===== src/rtl/cls_pkg.sv =====
// Shared constants, state encoding and frame layout for the PmodCLS countdown frame builder.
package cls_pkg;

  // ASCII characters used in the frame
  localparam logic [7:0] ASCII_ESC    = 8'h1B;
  localparam logic [7:0] ASCII_LBRACK = 8'h5B;
  localparam logic [7:0] ASCII_0      = 8'h30;
  localparam logic [7:0] ASCII_SEMI   = 8'h3B;
  localparam logic [7:0] ASCII_H      = 8'h48;
  localparam logic [7:0] ASCII_COLON  = 8'h3A;
  localparam logic [7:0] ASCII_SPACE  = 8'h20;
  localparam logic [7:0] ASCII_T      = 8'h54;
  localparam logic [7:0] ASCII_DASH   = 8'h2D;
  localparam logic [7:0] ASCII_M      = 8'h4D;
  localparam logic [7:0] ASCII_I      = 8'h49;
  localparam logic [7:0] ASCII_N      = 8'h4E;
  localparam logic [7:0] ASCII_U      = 8'h55;
  localparam logic [7:0] ASCII_S      = 8'h53;

  // Frame geometry: byte 0 sits in the top byte and is shifted out first
  localparam int FRAME_BYTES  = 19;
  localparam int PREFIX_BYTES = 14;

  // Fixed bytes 0..13: cursor-home escape followed by "T-MINUS "
  localparam logic [PREFIX_BYTES*8-1:0] FRAME_PREFIX = {
    ASCII_ESC, ASCII_LBRACK, ASCII_0, ASCII_SEMI, ASCII_0, ASCII_H,
    ASCII_T, ASCII_DASH, ASCII_M, ASCII_I, ASCII_N, ASCII_U, ASCII_S, ASCII_SPACE
  };

  // Byte positions of the variable part of the frame
  localparam int M1_IDX    = 14;
  localparam int M0_IDX    = 15;
  localparam int COLON_IDX = 16;
  localparam int S1_IDX    = 17;
  localparam int S0_IDX    = 18;

  function automatic int byte_lsb(input int idx);
    return (FRAME_BYTES - 1 - idx) * 8;
  endfunction

  localparam int M1_LSB    = byte_lsb(M1_IDX);
  localparam int M0_LSB    = byte_lsb(M0_IDX);
  localparam int COLON_LSB = byte_lsb(COLON_IDX);
  localparam int S1_LSB    = byte_lsb(S1_IDX);
  localparam int S0_LSB    = byte_lsb(S0_IDX);

  // Display limits and the BCD subtraction step
  localparam logic [6:0] MIN_LIMIT = 7'd99;
  localparam logic [6:0] SEC_LIMIT = 7'd59;
  localparam logic [6:0] BCD_STEP  = 7'd10;

  function automatic logic [7:0] digit_ascii(input logic [3:0] d);
    return ASCII_0 + {4'd0, d};
  endfunction

  typedef enum logic [2:0] {
    ST_POWERUP,
    ST_IDLE,
    ST_CONVERT,
    ST_LOAD,
    ST_START,
    ST_WAIT,
    ST_DESELECT
  } state_t;

endpackage


===== src/rtl/cls_countdown_frame_bcd2_seq.sv =====
// Sequential binary to two-digit BCD converter with clamping, one subtract-10 per cycle.
module bcd2_seq
  import cls_pkg::*;
(
  input  logic       clk,
  input  logic       rst,
  input  logic       start,
  input  logic [6:0] value,
  input  logic [6:0] limit,
  output logic       done,
  output logic [3:0] tens,
  output logic [3:0] ones
);

  logic [6:0] rem;
  logic [3:0] tens_q;

  // Load the clamped value on start, then peel off tens until the remainder is a single digit
  always_ff @(posedge clk) begin
    if (!rst) begin
      rem    <= '0;
      tens_q <= '0;
    end else if (start) begin
      rem    <= (value > limit) ? limit : value;
      tens_q <= '0;
    end else if (rem >= BCD_STEP) begin
      rem    <= rem - BCD_STEP;
      tens_q <= tens_q + 4'd1;
    end
  end

  assign done = (rem < BCD_STEP);
  assign tens = tens_q;
  assign ones = rem[3:0];

endmodule


===== src/rtl/cls_countdown_frame.sv =====
// Builds the "T-MINUS MM:SS" frame for the PmodCLS SPI transmitter and sequences chip select.
module cls_countdown_frame
  import cls_pkg::*;
#(
  parameter int DATASIZE       = 152,
  parameter int POWERUP_CYCLES = 2_000_000,
  parameter int SS_GAP_CYCLES  = 1000
) (
  input  logic                clk,
  input  logic                rst,
  input  logic                update,
  input  logic [6:0]          minutes,
  input  logic [5:0]          seconds,
  input  logic                end_transmission,
  output logic [DATASIZE-1:0] send_data,
  output logic                begin_transmission,
  output logic                slave_select,
  output logic                busy,
  output logic                frame_done
);

  localparam int MAX_CNT = (POWERUP_CYCLES > SS_GAP_CYCLES) ? POWERUP_CYCLES : SS_GAP_CYCLES;
  localparam int CNT_W   = $clog2(MAX_CNT + 1);

  state_t             state;
  state_t             next_state;
  logic [CNT_W-1:0]   cnt;
  logic               pending;
  logic               start_conv;
  logic               min_done;
  logic               sec_done;
  logic [3:0]         min_tens;
  logic [3:0]         min_ones;
  logic [3:0]         sec_tens;
  logic [3:0]         sec_ones;
  logic [DATASIZE-1:0] frame;

  // Conversion starts, and inputs are captured, on the IDLE to CONVERT transition
  assign start_conv = (state == ST_IDLE) && (update || pending);

  bcd2_seq u_min_bcd (
    .clk   (clk),
    .rst   (rst),
    .start (start_conv),
    .value (minutes),
    .limit (MIN_LIMIT),
    .done  (min_done),
    .tens  (min_tens),
    .ones  (min_ones)
  );

  bcd2_seq u_sec_bcd (
    .clk   (clk),
    .rst   (rst),
    .start (start_conv),
    .value ({1'b0, seconds}),
    .limit (SEC_LIMIT),
    .done  (sec_done),
    .tens  (sec_tens),
    .ones  (sec_ones)
  );

  // Next-state logic and state-decoded strobes to the SPI transmitter
  always_comb begin
    next_state         = state;
    begin_transmission = 1'b0;
    slave_select       = 1'b1;
    busy               = (state != ST_IDLE);
    unique case (state)
      ST_POWERUP: begin
        if (cnt == CNT_W'(POWERUP_CYCLES - 1)) next_state = ST_IDLE;
      end
      ST_IDLE: begin
        if (start_conv) next_state = ST_CONVERT;
      end
      ST_CONVERT: begin
        if (min_done && sec_done) next_state = ST_LOAD;
      end
      ST_LOAD: begin
        next_state = ST_START;
      end
      ST_START: begin
        slave_select       = 1'b0;
        begin_transmission = 1'b1;
        next_state         = ST_WAIT;
      end
      ST_WAIT: begin
        slave_select = 1'b0;
        if (end_transmission) next_state = ST_DESELECT;
      end
      ST_DESELECT: begin
        if (cnt == CNT_W'(SS_GAP_CYCLES - 1)) next_state = ST_IDLE;
      end
      default: begin
        next_state = ST_POWERUP;
      end
    endcase
  end

  // State register, delay counter, merged pending request and frame-complete pulse
  always_ff @(posedge clk) begin
    if (!rst) begin
      state      <= ST_POWERUP;
      cnt        <= '0;
      pending    <= 1'b0;
      frame_done <= 1'b0;
    end else begin
      state <= next_state;
      if ((next_state == state) && ((state == ST_POWERUP) || (state == ST_DESELECT)))
        cnt <= cnt + CNT_W'(1);
      else
        cnt <= '0;
      if (start_conv)
        pending <= 1'b0;
      else if (update && (state != ST_IDLE))
        pending <= 1'b1;
      frame_done <= (state == ST_WAIT) && end_transmission;
    end
  end

  // Assemble the frame from the fixed prefix and the converted digits
  always_comb begin
    frame                                  = '0;
    frame[DATASIZE-1 -: PREFIX_BYTES*8]    = FRAME_PREFIX;
    frame[M1_LSB +: 8]                     = digit_ascii(min_tens);
    frame[M0_LSB +: 8]                     = digit_ascii(min_ones);
    frame[COLON_LSB +: 8]                  = ASCII_COLON;
    frame[S1_LSB +: 8]                     = digit_ascii(sec_tens);
    frame[S0_LSB +: 8]                     = digit_ascii(sec_ones);
  end

  // The frame register only changes in LOAD so it is stable for the whole transfer
  always_ff @(posedge clk) begin
    if (!rst)
      send_data <= '0;
    else if (state == ST_LOAD)
      send_data <= frame;
  end

endmodule


===== config.mk =====
export PLATFORM = sky130hd
export DESIGN_NAME = cls_countdown_frame
export DESIGN_NICKNAME = d
export VERILOG_FILES = /design/src/rtl/cls_pkg.sv /design/src/rtl/cls_countdown_frame_bcd2_seq.sv /design/src/rtl/cls_countdown_frame.sv
export SDC_FILE = /design/constraint.sdc
export NUM_CORES = 1
export LEC_CHECK = 0
export ABC_AREA = 1
export BUFFER_PORTS_ARGS = -buffer_cell sky130_fd_sc_hd__buf_2
export CORE_ASPECT_RATIO = 1.75
export CORE_UTILIZATION = 49
export CTS_CLUSTER_DIAMETER = 120
export DETAILED_ROUTE_END_ITERATION = 8
export HOLD_SLACK_MARGIN = 0.1
export PLACE_DENSITY_LB_ADDON = 0.3
export SYNTH_ARGS = -nofsm -noshare
export SYNTH_HDL_FRONTEND = slang
export SYNTH_SLANG_ARGS = --single-unit

===== constraint.sdc =====
create_clock -name clk -period 2.2 [get_ports clk]
set_clock_uncertainty 0.1 [all_clocks]
set_input_delay 0.11 -clock clk [delete_from_list [all_inputs] [get_ports clk]]
set_output_delay 0.11 -clock clk [all_outputs]
set_load 0.02 [all_outputs]

=== Word-level counts from Yosys, hierarchy flattened ===
Index checks and enable logic that the tools add are counted.

* Bits in registers: 85
* Input bits: 17
* Output and inout bits: 156
* Word-level logic and storage cells: 62

* Add/sub/neg operators: 9
* Magnitude comparators: 6
* Equality and inequality tests: 10
* Muxes and demuxes: 14
* Bitwise logic cells: 1
* Reductions and logical operators: 13

{| class="wikitable"
|+ Operators with widths
! cell !! count
|-
| 2-to-1 mux 7 bit || 5
|-
| adder 6 x 4 -> 7 bit (first input constant) || 4
|-
| adder 21 x 1 -> 21 bit (second input constant) || 1
|-
| == test 21 x 10 -> 1 bit (second input constant) || 1
|-
| == test 21 bit (second input constant) || 1
|-
| case mux 3 bit (7 select lines) || 1
|-
| 2-to-1 mux 3 bit || 5
|-
| >= comparator 7 x 4 -> 1 bit (second input constant) || 2
|-
| less-than comparator 7 x 4 -> 1 bit (second input constant) || 2
|-
| subtractor 7 x 4 -> 7 bit (second input constant) || 2
|-
| == test 3 bit (second input constant) || 3
|-
| adder 4 x 1 -> 4 bit (second input constant) || 2
|-
| > comparator 7 bit (second input constant) || 1
|-
| == test 3 x 2 -> 1 bit (second input constant) || 2
|-
| > comparator 6 bit (second input constant) || 1
|-
| 2-to-1 mux 6 bit || 1
|-
| logical AND 1 bit || 5
|-
| nonzero test 2 bit || 2
|-
| OR reduction 2 bit || 2
|-
| == test 3 x 1 -> 1 bit (second input constant) || 1
|-
| == test 3 bit || 1
|-
| logical NOT 3 bit || 1
|-
| != test 3 x 1 -> 1 bit (second input constant) || 1
|-
| logical OR 1 bit || 2
|-
| 3 further kinds || 4
|}

=== Longest topological paths before layout ===
Gate-level depths: netlist of run 1.

* Depth after elaboration: 7
* Mapped depth: 13
* Gate-level depth less buffers: 12

=== Hierarchy ===
Synthesis of run 1 repeated with hierarchy kept, for this count alone.

* Cells, all modules: 696
* Area total of the unflattened synthesis: 4,919.7 um2

{| class="wikitable"
|+ Modules (own cells, without submodules)
! module !! times used !! cells an instance !! area an instance (um2) !! sequential area each (um2)
|-
| cls_countdown_frame || 1 || 418 || 3,012.9 || 860.8
|-
| bcd2_seq || 2 || 139 || 953.4 || 220.2
|}

=== Worst setup path after synthesis of run 1 ===
OpenSTA, ideal clock, no wires.

* Path type: register -> output
* Start: reg, netlist name send_data[37]
* End: out send_data[100]
* Arrival time: 1,672 ps
* Data required time: 1,990 ps
* Slack: 318 ps
* Stages on the path, launching flop included: 2
* Buffers on the path: 1
* Path through: dfxtp_1 buf_4

{| class="wikitable"
|+ RTL lines
! element !! line !! source
|-
| to (decl) || cls_countdown_frame.sv:15 || <nowiki>output logic [DATASIZE-1:0] send_data,</nowiki>
|}

=== Final worst setup path of run 1 ===
* Start: reg state[2]
* End: reg u_min_bcd.rem[4]

* Longest elaborated chain between the ends: 3
* Elaborated cells between the ends (all ways): 4
* Classes of those cells: eq/ne: 1; mux: 1; reduce/logical: 2

{| class="wikitable"
|+ RTL lines
! element !! line !! source
|-
| from (decl) || cls_countdown_frame.sv:25 || <nowiki>state_t state;</nowiki>
|-
| from (signal assigned) || cls_countdown_frame.sv:108 || <nowiki>state <= next_state;</nowiki>
|-
| == test 3 x 1 -> 1 bit * || cls_countdown_frame.sv:39 || <nowiki>assign start_conv = (state == ST_IDLE) && (update || pending);</nowiki>
|-
| logical AND 1 bit * || cls_countdown_frame.sv:39 ||
|-
| 2-to-1 mux 7 bit / nonzero test 2 bit (equally long branches) || - ||
|-
| to (signal assigned) || cls_countdown_frame_bcd2_seq.sv:24 || <nowiki>rem <= (value > limit) ? limit : value;</nowiki>
|-
| to (signal assigned) || cls_countdown_frame_bcd2_seq.sv:27 || <nowiki>rem <= rem - BCD_STEP;</nowiki>
|-
| to (decl) || cls_countdown_frame_bcd2_seq.sv:15 || <nowiki>logic [6:0] rem;</nowiki>
|}

Every way passes the cells marked *; elsewhere a longest branch is shown, timed or not.
A chain may end at the register's enable or synchronous reset.

==> implementation parameters, run 1 <==
Parameter                              Value

Finish
  Area delta synth->final ... 6.62%
  Number of nets at the end of the flow ... 626
  Count of inserted antenna diode cells ... 0
  Fraction of final layout cells sized beyond drive strength 1 ... 26.8%

Floorplan
  Die boundary height ... about 120 um
  Io pins ... 173
  Horizontal extent of the die ... 71.7 um
  Die Outline Area ... 8880 um2
  Floorplan row count ... 44
  Core Area ... 8260 um2
  Initial core utilization ... 50.4%

Place
  Final weighted congestion in routability-driven placement ... 0.824
  HPWL after detailed placement ... 5810 um
  Number of buffers inserted by port buffering ... 95

STA
  Share of the cycle needed by the critical path after routing ... 92.7%
  Achievable Freq ... 490 MHz
  Slew at the pin with the worst max-slew slack ... 0.552 ns
  Endpoints failing hold ... 0
  Relative slew slack ... 63.2%
  Total negative slack for setup checks ... 0 ns
  Tmin final ... about 2 ns
  RSZ-0062 raised after global routing ... false
  Number of pins with negative max-slew slack in the final report ... 0
  Number of setup violations in the final report ... 0

Flow run
  MaxCap Viol Count ... 0

Synth
  Post-synthesis sequential area ratio ... a little under a third
  Synth top area cells ... sky130_fd_sc_hd__dfxtp_1 (31%), sky130_fd_sc_hd__buf_4 (25%), sky130_fd_sc_hd__nor2_1 (5.4%)
  Cell taking the most area after synthesis ... sky130_fd_sc_hd__dfxtp_1
  Library cell with the highest instance count after synthesis ... sky130_fd_sc_hd__buf_4
  Syn avg cell area ... 7.58 um2
  Yosys top cell area share ... 31.3%
  Post-synthesis instance area ... roughly 4200 um2
  Async set-reset flop share out of synthesis ... 0%
  Ys flop type ... sky130_fd_sc_hd__dfxtp_1
  Number of flip-flops and latches in the synthesized netlist ... 65
  Count of flip-flops with a built-in enable after synthesis ... 0
  Cell count after synthesis ... 549
  Most frequent cells after synthesis ... sky130_fd_sc_hd__buf_4 (139), sky130_fd_sc_hd__dfxtp_1 (65), sky130_fd_sc_hd__nor2_1 (60), sky130_fd_sc_hd__nand2_1 (48), sky130_fd_sc_hd__inv_1 (41)
  Cell variety after synth ... 34
  Synth Warn # ... 0

Clocking
  Clock latency reported for the late side of the worst-skew pair ... 0.33 ns
  Root buf cell ... sky130_fd_sc_hd__clkbuf_16
  Number of buffers added by the clock tree synthesis step ... 9
  Clock slew at reported path FFs ... 0.05 ns
  Count of clock tree sinks ... 65
  H-tree depth ... 3
  TritonCTS clock tree ... yes
  Buffer levels on the longest clock path ... 2
  Total setup buffers inserted after CTS ... 0

Critical path
  Maximum fanout encountered on the critical timing path ... 9
  Library cell contributing the largest single delay on the critical path ... sky130_fd_sc_hd__dlygate4sd3_1
  Category of cells accounting for the largest share of critical-path delay ... buffers and inverters
  Ordered list of cells on the worst path ... inv_2 > nand3_2 > nor2_2 > buf_4 > nand3_1 > dlygate4sd3_1 > a211oi_1
  Arrival time at the worst endpoint ... 2.17 ns
  Critical path type ... reg2reg
  Largest stage delay on the critical path ... ~0.56 ns
  Crit. End Element ... flip-flop
  Required time at the endpoint of the critical path ... 2.33 ns
  FF-to-FF setup slack ... between 0.15 and 0.2 ns
  Buffers plus inverters on the worst setup path ... 3
  Startpoint Class ... flip-flop

Global route
  Largest net degree at the start of global routing ... 60
  Total global routing track utilization ... 18.0%
  Overall overflow remaining after global route ... 0
  Antenna violations before repair ... 0
  Global-route wire length before repair ... roughly 12000 um
  Number of global-route vias before repair ... 2907

Route
  Number of iterations in the first detailed-routing pass ... 4
  Residual DRC ... 0
  Detailed router's first-iteration violation count ... 161
  DR vias ... 3287
  Wirelength, routed ... 7880 um
  DRT antenna net count ... 0
  Routed length per placed instance ... about 11 um
  Number of vias per cell ... 4.69

Power and ir drop
  Static leakage ... 2.19 nW
  Pwr per Cell Area ... 878 nW/um2
  Overall power consumption ... between 0.003 and 0.004 W
  Worst VDD drop ... 637 uV

Run status
  Result of the run ... finished, final reports clean

Min path
  Worst hold path type ... in2reg
==> repair_timing <==
action                                 CTS  global route
hold buffers                            15             0
setup endpoints to repair                0             1
gates resized for setup                  0             1
endpoints found under the hold margin   14             0
==> sequential cells by signal, indices dropped and copies added (netlist names) <==
| register | count |
|---|---|
| u_sec_bcd.tens | 4 |
| u_min_bcd.rem | 7 |
| cnt | 21 |
| send_data | 17 |
| u_sec_bcd.rem | 7 |
| state | 3 |
| pending | 1 |
| frame_done | 1 |
| u_min_bcd.tens | 4 |
==> worst reg2reg max path, stage by stage (launching register included) <==
cell                            delay [ns]
sky130_fd_sc_hd__dfxtp_1              0.40
sky130_fd_sc_hd__inv_2                0.11
sky130_fd_sc_hd__nand3_2              0.10
sky130_fd_sc_hd__nor2_2               0.16
sky130_fd_sc_hd__buf_4                0.18
sky130_fd_sc_hd__nand3_1              0.07
sky130_fd_sc_hd__dlygate4sd3_1        0.56
sky130_fd_sc_hd__a211oi_1             0.26
==> cells by family after synthesis <==
logic type               share of synthesized area (%)
AO/OA/AOI/OAI                                     8.90
XOR/XNOR                                          5.05
adder cells (fa/ha/maj)                           1.50
buffers and inverters                             30.7
flip-flops                                        31.3
other                                           0.0901
AND/OR/NAND/NOR                                   22.5
==> final cells by class <==
cell class / count / area [um2]
repair buffers: 116 / 683
multi-input cells: 365 / 1870
clock inverters: 3 / 40.0
fillers: 798 / 3820
flip-flops and latches: 65 / 1300
well taps: 92 / 115
clock buffers: 13 / 250
inverters: 47 / 176
==> cell usage in the layout, fill, tap and decap left out, types with 3 or more instances in the layout <==
| cell | netlist | layout |
|---|---|---|
| sky130_fd_sc_hd__ha_1 | 5 | 5 |
| sky130_fd_sc_hd__xor2_1 | 15 | 15 |
| sky130_fd_sc_hd__dlygate4sd3_1 | 0 | 15 |
| sky130_fd_sc_hd__dfxtp_1 | 65 | 65 |
| sky130_fd_sc_hd__a21oi_1 | 25 | 25 |
| sky130_fd_sc_hd__nand3_2 | 5 | 5 |
| sky130_fd_sc_hd__nor2_2 | 26 | 27 |
| sky130_fd_sc_hd__a31oi_1 | 6 | 6 |
| sky130_fd_sc_hd__conb_1 | 1 | 77 |
| sky130_fd_sc_hd__o21ai_0 | 33 | 33 |
| sky130_fd_sc_hd__xnor2_1 | 9 | 9 |
| sky130_fd_sc_hd__nor3_1 | 9 | 9 |
| sky130_fd_sc_hd__buf_4 | 139 | 5 |
| sky130_fd_sc_hd__clkbuf_1 | 5 | 3 |
| sky130_fd_sc_hd__buf_2 | 1 | 95 |
| sky130_fd_sc_hd__nand4_1 | 11 | 11 |
| sky130_fd_sc_hd__inv_1 | 41 | 41 |
| sky130_fd_sc_hd__clkbuf_16 | 0 | 9 |
| sky130_fd_sc_hd__nor2_1 | 60 | 59 |
| sky130_fd_sc_hd__nand3_1 | 19 | 19 |
| sky130_fd_sc_hd__inv_2 | 6 | 6 |
| sky130_fd_sc_hd__nand2_1 | 48 | 48 |
| sky130_fd_sc_hd__nor2_4 | 3 | 3 |
==> power by group <==
part | leakage (nW) | switching [W] | total (W) | internal, W
combinational | 1.52 | 0.000695 | 0.00107 | 0.000372
clock | 0.144 | 0.000479 | 0.00138 | 0.000904
sequential | 0.528 | 0.000114 | 0.00144 | 0.00133
total | 2.19 | 0.00129 | 0.00389 | 0.00260
==> path summary, 6_finish.rpt <==
check	start	to	cells past startpoint
worst max-delay path	state[2]	u_min_bcd.rem[4]	7
worst min-delay path	minutes[2]	u_min_bcd.rem[2]	5
worst max register to register	state[2]	u_min_bcd.rem[4]	7
worst min register to register	cnt[0]	cnt[0]	1
==> metal layers <==
layer	vias up	track usage [%]	part of all wire, %
li1	1647	-	-
met1	1492	18.2	38
met2	126	32.9	54
met3	22	4.37	5.0
met4	0	10.8	3.2
met5	-	0	0
==> metrics by stage <==
step                setup WS [ns]  cells  instance area (um2)  hold WS, ns  utilization, %
floorplan                   0.318    625                 4450        0.136               -
global placement            0.363    670                 3990        0.236            48.3
detailed placement          0.318    670                 3990        0.246            48.3
CTS                         0.107    701                 4430        0.107            53.7
global route              0.00124    701                 4440        0.123            53.7
finish                      0.160    701                 4440        0.133            53.7
No activity file was read; power rests on OpenSTA's default activity.
==> run 2, diff against run 1 <==
--- a/config.mk
+++ b/config.mk
@@ -8,7 +8,8 @@
 export ABC_AREA = 1
 export BUFFER_PORTS_ARGS = -buffer_cell sky130_fd_sc_hd__buf_2
 export CORE_ASPECT_RATIO = 1.75
-export CORE_UTILIZATION = 49
+export CORE_UTILIZATION = 50
+export CTS_BUF_LIST = sky130_fd_sc_hd__clkbuf_8
 export CTS_CLUSTER_DIAMETER = 120
 export DETAILED_ROUTE_END_ITERATION = 8
 export HOLD_SLACK_MARGIN = 0.1
==> run 2 against run 1 <==
Against the previous run:
- the flow now finishes with violations (design-rule violations)
- non-clock buffer count up 1
- cell count down 0.14%
- sequential cell count unchanged
- sequential share of layout area grew 0.51 points
- via count fell by 1.2%
- die area decreased by 2.0%
- fmax is 0.98% lower
- count of clock-buffer cells in the layout decreased by 2
- worst setup slack got worse by 0.020 ns
- design area decreased by 1.7%
- highest routed layer unchanged
==> implementation parameters, run 2 (synthesis gave the netlist of run 1 again) <==
Parameter                              Value

Run status
  Result of the run ... complete, but fails checks (was finished, final reports clean)
  Violated checks ... design-rule violations

Place
  Final weighted congestion in routability-driven placement ... 0.869 (was 0.824)
  HPWL after detailed placement ... 5820 um (was 5810 um)
  Number of buffers inserted by port buffering ... 95 (unchanged)
  Total placed cells including tap cells ... 668 (was 670)

Power and ir drop
  Clock network fraction of design power ... 29.3% (was 35.5%)
  Worst VDD drop ... 444 uV (was 637 uV)
  Internal power contribution ... 0.00228 W (was 0.00260 W)
  Seq pwr share ... 40.4% (was 37.1%)
  Combinational fraction of design power ... 30.2% (was 27.4%)
  Switching part of the total power ... 35.9% (was 33.1%)
  Pwr per Cell Area ... 818 nW/um2 (was 878 nW/um2)
  Static leakage ... 2.17 nW (was 2.19 nW)
  NetSw ... 0.00128 W (was 0.00129 W)

STA
  Achievable Freq ... 485 MHz (was 490 MHz)
  Final worst hold slack ... 0.141 ns (was 0.133 ns)
  RSZ-0062 raised after global routing ... false (unchanged)
  Number of pins with negative max-slew slack in the final report ... 0 (unchanged)
  Endpoints failing hold ... 0 (unchanged)
  Tmin final ... 2.06 ns (was 2.04 ns)
  Share of the cycle needed by the critical path after routing ... 93.7% (was 92.7%)
  Number of setup violations in the final report ... 0 (unchanged)
  Total negative slack for setup checks ... 0 ns (unchanged)

Critical path
  Critical path type ... reg2reg (unchanged)
  Largest stage delay on the critical path ... 0.57 ns (was 0.56 ns)
  Library cell contributing the largest single delay on the critical path ... sky130_fd_sc_hd__dlygate4sd3_1 (unchanged)
  Startpoint Class ... flip-flop (unchanged)
  Required time at the endpoint of the critical path ... 2.38 ns (was 2.33 ns)
  Arrival time at the worst endpoint ... 2.24 ns (was 2.17 ns)
  Crit. End Element ... flip-flop (unchanged)
  Ordered list of cells on the worst path ... inv_2 > nand3_2 > nor2_1 > buf_6 > nand3_1 > dlygate4sd3_1 > a31oi_1 (was inv_2 > nand3_2 > nor2_2 > buf_4 > nand3_1 > dlygate4sd3_1 > a211oi_1)
  Maximum fanout encountered on the critical timing path ... 19 (was 9)

Finish
  Most common library cell in the layout ignoring fill and taps ... sky130_fd_sc_hd__buf_2 (unchanged)
  Fraction of final layout cells sized beyond drive strength 1 ... 27.0% (was 26.8%)
  Register bank with the most flops ... cnt (unchanged)
  Count of inserted antenna diode cells ... 0 (unchanged)
  Fill cell instance count of the final layout ... 782 (was 798)
  Area delta synth->final ... 4.78% (was 6.62%)
  Share of the core filled with cells ... 54.4% (was 53.7%)
  Largest registers ... cnt x21, send_data x17 (unchanged)
  Number of flip-flops under the largest register name ... 21 (unchanged)
  Commonest non-fill, non-tap cells in the layout ... sky130_fd_sc_hd__buf_2 (95), sky130_fd_sc_hd__conb_1 (77), sky130_fd_sc_hd__dfxtp_1 (65) (unchanged)
  Non-filler instance count after layout ... 700 (was 701)
  Register Area ... 1300 um2 (unchanged)
  Number of nets at the end of the flow ... 627 (was 626)
  Area taken by multi-input logic gates ... 1870 um2 (about the same)

Floorplan
  Io pins ... 173 (unchanged)
  Core Area ... 8020 um2 (was 8260 um2)
  Floorplan row count ... 43 (was 44)
  Die Outline Area ... 8700 um2 (was 8880 um2)
  Die boundary height ... 123 um (was 124 um)
  Initial core utilization ... 51.9% (was 50.4%)
  Horizontal extent of the die ... 71.0 um (was 71.7 um)

Route
  Routed length per placed instance ... 11.4 um (was 11.2 um)
  DR vias ... 3249 (was 3287)
  DRT antenna net count ... 0 (unchanged)
  Residual DRC ... 19 (was 0)
  Wirelength, routed ... 7970 um (was 7880 um)
  Detailed router's first-iteration violation count ... 192 (was 161)
  Number of iterations in the first detailed-routing pass ... 6 (was 4)
  Number of vias per cell ... 4.64 (was 4.69)

Global route
  Overall overflow remaining after global route ... 0 (unchanged)
  Antenna violations before repair ... 0 (unchanged)
  Total global routing track utilization ... 18.5% (was 18.0%)
  Largest net degree at the start of global routing ... 60 (unchanged)
  Global-route wire length before repair ... 12500 um (was 12400 um)
  Number of global-route vias before repair ... 2908 (was 2907)

Clocking
  H-tree depth ... 3 (unchanged)
  Buffer levels on the longest clock path ... 2 (unchanged)
  Total setup buffers inserted after CTS ... 0 (unchanged)
  TritonCTS clock tree ... yes (unchanged)
  Root buf cell ... sky130_fd_sc_hd__clkbuf_8 (was sky130_fd_sc_hd__clkbuf_16)
  Clock slew at reported path FFs ... 0.07 ns (was 0.05 ns)
  Number of buffers added by the clock tree synthesis step ... 9 (unchanged)
  Clock latency reported for the late side of the worst-skew pair ... 0.35 ns (was 0.33 ns)
  Count of clock tree sinks ... 65 (unchanged)

Min path
  Worst hold path type ... in2reg (unchanged)

Flow run
  MaxCap Viol Count ... 0 (unchanged)
==> run 2: cell count changes in the layout (fill, tap and decap cells not counted) <==
cell                            before  now
sky130_fd_sc_hd__buf_4               5    4
sky130_fd_sc_hd__buf_6               0    1
sky130_fd_sc_hd__clkinv_2            2    3
sky130_fd_sc_hd__clkbuf_1            3    0
sky130_fd_sc_hd__nor2_1             59   60
sky130_fd_sc_hd__nor2_2             27   26
sky130_fd_sc_hd__clkbuf_8            1   11
sky130_fd_sc_hd__clkbuf_16           9    0
sky130_fd_sc_hd__dlygate4sd3_1      15   16
sky130_fd_sc_hd__clkinv_4            0    1
==> run 2: power groups by stage <==
| stage | clock network (W) | registers, W | logic [W] |
|---|---|---|---|
| final | 0.00105 | 0.00144 | 0.00108 |
| after floorplan | 0 | 0.00144 | 0.000960 |
| after global placement | 0 | 0.00146 | 0.00101 |
| after global routing | 0.00113 | 0.00146 | 0.00122 |
| after CTS | 0.00108 | 0.00144 | 0.00108 |
| after detailed placement | 0 | 0.00146 | 0.00105 |
==> run 2: repair_timing <==
action / CTS / global route
endpoints found under the setup margin: 0 / 1
hold buffers: 16 / 0
gates resized for setup: 0 / 1
hold endpoints to repair: 16 / 0
==> run 2: cell type report <==
type	count	share of cell area (%)
multi-input cells	365	42.8
flip-flops and latches	65	29.9
repair buffers	117	16.0
inverters	47	4.05
clock buffers	11	3.47
well taps	90	2.58
clock inverters	5	1.23
==> run 2: worst paths after layout <==
path,start,endpoint,slack (ns),cells after the start
max,state[2],u_min_bcd.rem[3],0.14,7
min,rst,send_data[33],0.14,4
min reg2reg,cnt[0],cnt[0],0.36,1
max reg2reg,state[2],u_min_bcd.rem[3],0.14,7
==> run 2: worst max-delay path: cells and delay by family (launching register included) <==
| family | cells | cell delay (ns) |
|---|---|---|
| AOI/OAI and AO/OA | 1 | 0.16 |
| and+or+nand+nor | 3 | 0.41 |
| buffers and inverters | 3 | 0.91 |
| DFF | 1 | 0.40 |
==> run 2: metal layers <==
metal / global-route usage, % / share of wire [%]
met1: 19.0 / 39
met2: 34.2 / 54
met3: 3.94 / 4.9
met4: 10.6 / 2.7
met5: 0 / 0
==> run 2: per-stage QoR <==
step	total power [W]	worst slack (ns)	area, um2
2_1_floorplan	0.00239	0.318	4450
3_3_place_gp	0.00246	0.346	3990
3_5_place_dp	0.00251	0.324	3990
4_1_cts	0.00360	0.100	4360
5_1_grt	0.00381	0.0256	4360
6_report	0.00357	0.139	4360
